**config.mk**
```make
export PLATFORM = sky130hd
export DESIGN_NAME = sensor_frame_packer
export DESIGN_NICKNAME = d
export VERILOG_FILES = /design/src/rtl/sensor_frame_packer.sv
export SDC_FILE = /design/constraint.sdc
export NUM_CORES = 1
export LEC_CHECK = 0
export CORE_UTILIZATION = 50
export DETAILED_ROUTE_END_ITERATION = 7
export HOLD_SLACK_MARGIN = 0.08
export PLACE_DENSITY = 0.81
export RECOVER_POWER = 100
export SYNTH_ARGS = -nofsm -noshare
export SYNTH_HDL_FRONTEND = slang
export SYNTH_SLANG_ARGS = --single-unit
```
**constraint.sdc**
```tcl
create_clock -name clk -period 3.89 [get_ports clk]
set_clock_uncertainty 0.15 [all_clocks]
set_input_delay 0.778 -clock clk [delete_from_list [all_inputs] [get_ports clk]]
set_output_delay 0.778 -clock clk [all_outputs]
set_load 0.005 [all_outputs]
```
**src/rtl/sensor_frame_packer.sv**
```systemverilog
// ----------------------------------------------------------------------------
// sensor_frame_packer
//   Queues tagged sensor samples {id, data} in a small circular FIFO and
//   serialises each one, byte by byte, to a uart_tx core as the frame
//   {ID, DATA[15:8], DATA[7:0], NL_BYTE}. Samples that arrive while a frame is
//   in flight wait in the FIFO; samples that arrive while it is full are
//   dropped and counted.
//
//   Optional feature: define SENSOR_FRAME_CHECKSUM_EN to insert a checksum
//   byte CHK = ID ^ DATA[15:8] ^ DATA[7:0] before the terminator (5-byte frame).
//
// Ports
//   clk          in   system clock
//   reset        in   synchronous reset, active-high
//   in_valid     in   sample strobe, one sample per high cycle
//   in_id        in   8-bit sensor ID tag
//   in_data      in   16-bit sample value
//   in_ready     out  FIFO not full (from registered level)
//   tx_start     out  start request to uart_tx (registered)
//   tx_data      out  byte to send, stable while tx_start=1 (registered)
//   tx_busy      in   uart_tx busy flag
//   fifo_level   out  FIFO occupancy, 0..DEPTH
//   drop_cnt     out  samples rejected while full, saturates at 255
//   frames_sent  out  completed frames, wraps at 16 bits
// ----------------------------------------------------------------------------
module sensor_frame_packer #(
  parameter int         DEPTH      = 4,
  parameter int         GAP_CYCLES = 2000,
  parameter logic [7:0] NL_BYTE    = 8'h0A
) (
  input  logic        clk,
  input  logic        reset,
  input  logic        in_valid,
  input  logic [7:0]  in_id,
  input  logic [15:0] in_data,
  output logic        in_ready,
  output logic        tx_start,
  output logic [7:0]  tx_data,
  input  logic        tx_busy,
  output logic [4:0]  fifo_level,
  output logic [7:0]  drop_cnt,
  output logic [15:0] frames_sent
);

  localparam int AW = (DEPTH > 1) ? $clog2(DEPTH) : 1;
  // Gap counter only needs to reach GAP_CYCLES-1.
  localparam int GW = (GAP_CYCLES > 1) ? $clog2(GAP_CYCLES) : 1;
  localparam logic [GW-1:0] GAP_LAST = GW'(GAP_CYCLES - 1);
  localparam logic [4:0]    DEPTH_L  = 5'(DEPTH);
`ifdef SENSOR_FRAME_CHECKSUM_EN
  localparam logic [2:0]    LAST_IDX = 3'd4;
`else
  localparam logic [2:0]    LAST_IDX = 3'd3;
`endif

  typedef enum logic [1:0] {IDLE, START, WAIT_DONE, GAP} state_t;

`ifdef SENSOR_FRAME_CHECKSUM_EN
  function automatic logic [7:0] frame_chk(input logic [23:0] f);
    return f[23:16] ^ f[15:8] ^ f[7:0];
  endfunction
`endif

  // Selects the byte of the frame that goes out at position idx.
  function automatic logic [7:0] frame_byte(input logic [23:0] f, input logic [2:0] idx);
    logic [7:0] b;
    case (idx)
      3'd0:    b = f[23:16];
      3'd1:    b = f[15:8];
      3'd2:    b = f[7:0];
`ifdef SENSOR_FRAME_CHECKSUM_EN
      3'd3:    b = frame_chk(f);
`endif
      default: b = NL_BYTE;
    endcase
    return b;
  endfunction

  logic [23:0]   mem_q [DEPTH];
  logic [AW-1:0] wr_ptr_q, wr_ptr_d;
  logic [AW-1:0] rd_ptr_q, rd_ptr_d;
  logic [4:0]    level_q, level_d;
  logic [7:0]    drop_q, drop_d;
  logic [15:0]   frames_q, frames_d;
  state_t        state_q, state_d;
  logic [23:0]   frame_q, frame_d;
  logic [2:0]    idx_q, idx_d;
  logic [GW-1:0] gap_q, gap_d;
  logic          tx_start_q, tx_start_d;
  logic [7:0]    tx_data_q, tx_data_d;
  logic          push_s, pop_s;

  // Push decision uses the registered level, so a full FIFO rejects even if
  // the FSM pops in the same cycle.
  assign push_s = in_valid && (level_q < DEPTH_L);
  assign pop_s  = (state_q == IDLE) && (level_q != 5'd0);

  assign in_ready    = (level_q < DEPTH_L);
  assign tx_start    = tx_start_q;
  assign tx_data     = tx_data_q;
  assign fifo_level  = level_q;
  assign drop_cnt    = drop_q;
  assign frames_sent = frames_q;

  // FIFO storage write port; contents need no reset.
  always_ff @(posedge clk) begin
    if (push_s) begin
      mem_q[wr_ptr_q] <= {in_id, in_data};
    end
  end

  // Next-state logic for FIFO bookkeeping, counters and the frame FSM.
  always_comb begin
    wr_ptr_d   = wr_ptr_q;
    rd_ptr_d   = rd_ptr_q;
    level_d    = level_q;
    drop_d     = drop_q;
    frames_d   = frames_q;
    state_d    = state_q;
    frame_d    = frame_q;
    idx_d      = idx_q;
    gap_d      = gap_q;
    tx_start_d = tx_start_q;
    tx_data_d  = tx_data_q;

    if (push_s) begin
      wr_ptr_d = wr_ptr_q + AW'(1);
    end else begin
      wr_ptr_d = wr_ptr_q;
    end

    if (pop_s) begin
      rd_ptr_d = rd_ptr_q + AW'(1);
    end else begin
      rd_ptr_d = rd_ptr_q;
    end

    case ({push_s, pop_s})
      2'b10:   level_d = level_q + 5'd1;
      2'b01:   level_d = level_q - 5'd1;
      default: level_d = level_q;
    endcase

    if (in_valid && !push_s && (drop_q != 8'hFF)) begin
      drop_d = drop_q + 8'd1;
    end else begin
      drop_d = drop_q;
    end

    case (state_q)
      IDLE: begin
        tx_start_d = 1'b0;
        if (pop_s) begin
          frame_d = mem_q[rd_ptr_q];
          idx_d   = 3'd0;
          state_d = START;
        end else begin
          state_d = IDLE;
        end
      end
      START: begin
        // A busy flag already high here counts as the acknowledge.
        if (tx_busy) begin
          tx_start_d = 1'b0;
          state_d    = WAIT_DONE;
        end else begin
          tx_start_d = 1'b1;
          tx_data_d  = frame_byte(frame_q, idx_q);
        end
      end
      WAIT_DONE: begin
        tx_start_d = 1'b0;
        if (!tx_busy) begin
          gap_d   = '0;
          state_d = GAP;
        end else begin
          state_d = WAIT_DONE;
        end
      end
      GAP: begin
        tx_start_d = 1'b0;
        if (gap_q == GAP_LAST) begin
          if (idx_q == LAST_IDX) begin
            frames_d = frames_q + 16'd1;
            state_d  = IDLE;
          end else begin
            idx_d   = idx_q + 3'd1;
            state_d = START;
          end
        end else begin
          gap_d = gap_q + GW'(1);
        end
      end
      default: begin
        tx_start_d = 1'b0;
        state_d    = IDLE;
      end
    endcase
  end

  // State and registered outputs; reset abandons any frame and empties the FIFO.
  always_ff @(posedge clk) begin
    if (reset) begin
      wr_ptr_q   <= '0;
      rd_ptr_q   <= '0;
      level_q    <= 5'd0;
      drop_q     <= 8'd0;
      frames_q   <= 16'd0;
      state_q    <= IDLE;
      frame_q    <= 24'd0;
      idx_q      <= 3'd0;
      gap_q      <= '0;
      tx_start_q <= 1'b0;
      tx_data_q  <= 8'd0;
    end else begin
      wr_ptr_q   <= wr_ptr_d;
      rd_ptr_q   <= rd_ptr_d;
      level_q    <= level_d;
      drop_q     <= drop_d;
      frames_q   <= frames_d;
      state_q    <= state_d;
      frame_q    <= frame_d;
      idx_q      <= idx_d;
      gap_q      <= gap_d;
      tx_start_q <= tx_start_d;
      tx_data_q  <= tx_data_d;
    end
  end

endmodule
```
# Word level (Yosys, flattened, before mapping)
# Memories as Yosys holds them, arrays and structs flattened. A register that Yosys moved wholly into a read port is not among the register bits.
# Index checks and enable logic that the tools add are counted.
[totals] word_cells=74 memories=1 out_inout_bits=39 ff_bits=58 ramBits=96 input_bits=28
[mem_list] memory="mem_q" depth=4 width=24 read_ports=1 rd_ports_with_merged_regs=1 write_ports=1 line="79" source="logic [23:0] mem_q [DEPTH];"
[op_classes] n_bitwise=1 reduce_logical=18 eq_ne=16 order_cmp=1 n_addsub=8 n_mux=19
[ops] cell="$pmux 8 s3" count=1
[ops] cell="$mux 11" count=2
[ops] cell="$pmux 11 s2" count=1
[ops] cell="$add 16x1->16 const B" count=1
[ops] cell="$ne 2x2->1 const B" count=6
[ops] cell="$add 11x1->11 const B" count=1
[ops] cell="$eq 11x11->1 const B" count=1
[ops] cell="$pmux 5 s2" count=1
[ops] cell="$mux 3" count=3
[ops] cell="$add 8x1->8 const B" count=1
[ops] cell="$ne 8x8->1 const B" count=1
[ops] cell="$pmux 2 s4" count=1
[ops] cell="$eq 2x2->1 const B" count=3
[ops] cell="$eq 3x2->1 const B" count=2
[ops] cell="$mux 1" count=6
[ops] cell="$pmux 3 s2" count=1
[ops] cell="$reduce_and 2->1" count=3
[ops] cell="$reduce_and 3->1" count=2
[ops] cell="$reduce_bool 2->1" count=3
[ops] cell="$add 5x1->5 const B" count=1
[ops] cell="$lt 5x3->1 const B" count=1
[ops] cell="$reduce_bool 5->1" count=1
[ops] cell="$sub 5x1->5 const B" count=1
[ops] cell="$add 2x1->2 const B" count=2
[ops] cell="other kinds (12)" count=17

# Longest topological paths before layout
[logic_depth] ltp_word=5 depth_mapped=13 depth_no_buf=12

# Worst setup path before layout
# Ideal clock, no wire load.
[synth_timing] path_type="register -> register" startpoint="reg level_q[2], in the netlist fifo_level[2]" endpoint="reg level_q[4], in the netlist fifo_level[4]" setup_ns=0.121 t_arrival_ns=2.916 path_stages_with_launch=13 n_path_buf=1 path_slack_ns=0.703 synth_period_minus_slack_ns=3.187 t_required_ns=3.619 cell_sequence="dfxtp_1 nor3_2 nand2_1 nand2_1 inv_2 buf_1 ha_1 ha_1 nor2b_1 o21ai_0 a21oi_1 or3b_2 mux2_2"
[synth_via] elab_chain_cells=4 word_cells_on_any_way=10 cone_classes="2 x add/sub; 1 x order compare; 2 x eq/ne; 1 x mux; 4 x reduce/logical"
[synth_lines] item="start, declared" line="82" source="logic [4:0] level_q, level_d;"
[synth_lines] item="start signal, assigned" line="218" source="level_q <= level_d;"
[synth_lines] item="$lt 5x3->1 *"
[synth_lines] item="net in_ready" line="36" source="output logic in_ready,"
[synth_lines] item="$logic_and 1x1->1 *" line="95" source="assign push_s = in_valid && (level_q < DEPTH_L);"
[synth_lines] item="$eq 2x1->1 or $eq 2x2->1 (tied branches)" line="138" source="case ({push_s, pop_s})"
[synth_lines] item="$pmux 5 s2 or $reduce_bool 2->1 (tied branches)"
# Mark *: on every way through the listed nets, which the timed path passes. The rest lies on a longest branch.
# A chain may end at the register's enable or synchronous reset.

==> results list <==
* Post-synthesis cell area: ~7300 µm²
* Async SR Flop Fraction: 0
- Final worst path period need: ~3.2 ns
- Outcome: finished, violations left
* Clock transition at path regs: roughly 0.070 ns
- In this design, the stage delay of the slowest critical-path cell is 1.27 ns.
- The critical path is of the input port to flip-flop type.
- The clock tree synthesis step divided the H-tree into 4 levels.
* Flip-flop and latch count after synthesis: between 150 and 200
- Count of buffers from port buffering: 66
- Data arrives at the worst endpoint at between 3 and 4 ns.
* TritonCTS clock tree: done
- After the flow finishes, the layout carries non-filler instances totaling about 860.
* Number of global-route vias before repair: ~5,100
- Counting tap cells, the placed design contains a total of between 800 and 900 instances.
- Final #Nets: 711
- Maximum buffer depth of the clock tree: 2
* Remaining number of nets flagged by the antenna check after routing: 0
- The number of antenna diodes in the final layout is 0.
- The initial utilization of the core area, before any placement, comes to 0.5201.
- Skew-Pair Late Insertion Delay: 0.43 ns
* Mean instance size in the synthesized netlist: about 12 µm²
* GRT Total Usage: 0.2223
* Power Density: between 600 and 700 nW/µm²
- Startpoint Class: input port
- Total Wirelength: roughly 15,000 µm
* RSZ-0062 raised after global routing: no
* Gr ovfl total: 0
- Max-cap violations: 6
* Final worst slack: ~0.70 ns
- Total negative slack: 0 ns
- Routability-driven placement finished with a final weighted congestion of a little over 0.8.
* Most common library cell in the layout ignoring fill and taps: sky130_fd_sc_hd__edfxtp_1
- Dividing the detail-routed wire length by the instance count gives 17.80 µm.
- Gates resized during post-CTS repair numbered 0.
- After detailed routing, no signal wire sits above met4.
* Sink count of the clock tree: roughly 180
- Io pins: 67
* Post-detailed-route DRC marker count: 0
* Distinct cell type count of the synthesized netlist: 51
- Maximum number of pins on one net before global-route repair: between 40 and 50
* Most used cells in the layout excluding fill and tap cells: 96 x sky130_fd_sc_hd__edfxtp_1, 82 x sky130_fd_sc_hd__dfxtp_1, 75 x sky130_fd_sc_hd__nand2_1
- Of the cells placed in the final design, the portion with a size suffix greater than 1 is 0.09481.
- Cells after Synth: roughly 590
* VDD IR max: 421.9 µV
- Half-perimeter wire length after detailed placement: between 9000 and 10,000 µm
- Class of the worst hold path: flip-flop to flip-flop
* Core area: between 10,000 and 15,000 µm²
* Global-route wire length before repair: 25,320 µm
* Crit share post-route: 0.8192
- Setup slack of the worst register-to-register path: about 0.7 ns
- Among all flip-flop cells after synthesis, the most frequent one is sky130_fd_sc_hd__edfxtp_1.
* Post-CTS Repair Setup Buffers: 0
- Die boundary height: 123.1 µm
- For this design, the CTS-stage hold fixing added 0 buffers.
- The floorplan has 43 rows.
- Broken down by cell family, the worst path's largest delay share belongs to buffers and inverters.
- Crit path cell chain: clkbuf_1, clkbuf_1, nor3_1, a32o_1
- Number of antenna violations at the first check in global routing: 0
* Slew of the pin with the lowest slew margin: 1.817 ns
* Cts bufs inserted: 17
- Before antenna repair, the detailed router went through 5 iterations.
- Setup violations remaining at the end of the flow were counted as 0.
* Proportion of synthesized chip area in sequential cells: 0.6171
* Leakage power total: a little over 3 nW
- At the worst endpoint, the required time is about 4.1 ns.
* Sort of element at the end of the critical path: flip-flop
* Max-slew headroom: -0.2111
- The slowest stage of the critical path belongs to the cell sky130_fd_sc_hd__clkbuf_1.
- Post-synth EDFFs: 96
- The number of slew-limit violations in the final report was 164.
- Detailed routing inserted a total of roughly 4,900 vias.
- Critical path buffers and inverters: 2
- The count of final hold-check violations was 0.
* Routed via count divided by cell count: around 5.7
- First-iteration detailed-routing DRC count: 369
* CTS root buffer: sky130_fd_sc_hd__clkbuf_16
- The detailed router put a total of around 6300 µm of wire on met1.
* Number of warning messages in the yosys log: 0
- The floorplan step set the die width to 123.1 µm.
- In this run the worst path has a maximum fanout of just over 40.
* Number of nets in the synthesized netlist: 642
- The checks that failed: capacitance limit, slew limit.
- Most prevalent standard cell on the critical path: sky130_fd_sc_hd__clkbuf_1
* Maximum clock frequency: ~310 MHz
- The floorplan step defined a die boundary enclosing between 15,000 and 20,000 µm².
- Compared with the post-synthesis result, the final layout area differs by 18.69%.
* Met3 layer wire length in the routed design: roughly 930 µm
* Post-placement worst setup slack: about 0.31 ns
- Wire segments on met2 add up to between 7000 and 8000 µm in the final route.
[state kept, by name, summed over array words and instances (netlist names)]
name         cells
mem_q           96
frame_q         24
frames_sent     16
gap_q           11
drop_cnt         8
tx_data          8
fifo_level       5
idx_q            3
rd_ptr_q         2
state_q          2
wr_ptr_q         2
tx_start         1
[cell type report]
cell class                 count  area (µm²)
multi-input combinational    369        2595
sequential                   178        4524
clock buffer                  18       429.2
tap                          180       225.2
inverter                      20       75.07
timing repair buffer          76       703.2
fill                        1049        5394
clock inverter                14       150.1
[tightest hold or removal path: cells and delay by family (launching register included)]
kind,cells,cell delay (ns)
compound gates,1,0.05
flops,1,0.31
simple gates,1,0.05
[metal layers]
metal | GRT usage | vias up
met5 | 0 | -
met4 | 0.08057 | 0
met3 | 0.05581 | 21
met2 | 0.3876 | 155
met1 | 0.2664 | 2411
li1 | - | 2313
[logic make-up (layout without fill, tap and decap cells)]
family | count (synthesis) | in the layout | share of synthesized area
buffers and inverters | 46 | 128 | 0.02423
muxes | 31 | 31 | 0.08362
AOI/OAI and AO/OA | 97 | 97 | 0.07867
DFF | 178 | 178 | 0.6171
adders and majority gates | 21 | 21 | 0.03686
xor gates and xnor gates | 24 | 24 | 0.02867
and+or+nand+nor | 196 | 196 | 0.1309
[worst paths after layout]
path / startpoint / to / cells past startpoint
worst max-delay path: reset / gap_q[5] / 4
worst min-delay path: frame_q[3] / frame_q[3] / 2
worst max register to register: gap_q[0] / gap_q[2] / 6
worst min register to register: frame_q[3] / frame_q[3] / 2
[synth_stat cells (2+ instances only)]
master | number | area share
sky130_fd_sc_hd__edfxtp_1 | 96 | 0.39
sky130_fd_sc_hd__dfxtp_1 | 82 | 0.22
sky130_fd_sc_hd__nand2_1 | 75 | 0.038
sky130_fd_sc_hd__a21oi_1 | 53 | 0.036
sky130_fd_sc_hd__nor2_1 | 47 | 0.024
sky130_fd_sc_hd__mux4_2 | 24 | 0.074
sky130_fd_sc_hd__clkbuf_1 | 20 | 0.010
sky130_fd_sc_hd__ha_1 | 20 | 0.034
sky130_fd_sc_hd__inv_1 | 19 | 0.0097
sky130_fd_sc_hd__nand3_1 | 18 | 0.012
sky130_fd_sc_hd__xor2_1 | 14 | 0.017
sky130_fd_sc_hd__nand4_1 | 11 | 0.0094
sky130_fd_sc_hd__o21ai_0 | 11 | 0.0075
sky130_fd_sc_hd__and3_1 | 10 | 0.0085
sky130_fd_sc_hd__xnor2_1 | 10 | 0.012
sky130_fd_sc_hd__a22oi_1 | 7 | 0.0072
sky130_fd_sc_hd__nor2b_1 | 7 | 0.0060
sky130_fd_sc_hd__nor3_1 | 7 | 0.0048
sky130_fd_sc_hd__mux2i_1 | 5 | 0.0068
sky130_fd_sc_hd__o21a_1 | 5 | 0.0051
sky130_fd_sc_hd__buf_2 | 4 | 0.0027
sky130_fd_sc_hd__a311oi_1 | 3 | 0.0036
sky130_fd_sc_hd__nor4b_1 | 3 | 0.0036
sky130_fd_sc_hd__o22ai_1 | 3 | 0.0026
sky130_fd_sc_hd__or3_1 | 3 | 0.0026
sky130_fd_sc_hd__a211oi_1 | 2 | 0.0020
sky130_fd_sc_hd__a21o_1 | 2 | 0.0020
sky130_fd_sc_hd__a22o_1 | 2 | 0.0024
sky130_fd_sc_hd__buf_1 | 2 | 0.0010
sky130_fd_sc_hd__mux2_2 | 2 | 0.0031
sky130_fd_sc_hd__nand2b_1 | 2 | 0.0017
sky130_fd_sc_hd__nor3_2 | 2 | 0.0027
sky130_fd_sc_hd__o31ai_1 | 2 | 0.0020
sky130_fd_sc_hd__or2_2 | 2 | 0.0017
sky130_fd_sc_hd__or4_1 | 2 | 0.0020
[through the flow]
step                      power [mW]  area, µm²  utilization  hold slack [ns]
after floorplan                3.665       7332            -           0.2860
after global placement         4.107       8185       0.5807           0.2951
after detailed placement       4.198       8185       0.5807           0.2990
after CTS                      5.894       8765       0.6218           0.3085
after global routing           6.170       8702       0.6173           0.3336
final                          5.843       8702       0.6173           0.3110
[where the power goes]
| group | total, mW | internal, mW | switching [mW] |
|---|---|---|---|
| clock | 1.69 | 0.956 | 0.735 |
| combinational | 1.64 | 0.674 | 0.963 |
| sequential | 2.52 | 2.35 | 0.165 |
| total | 5.84 | 3.98 | 1.86 |
Power figures use the tool's default switching activity.
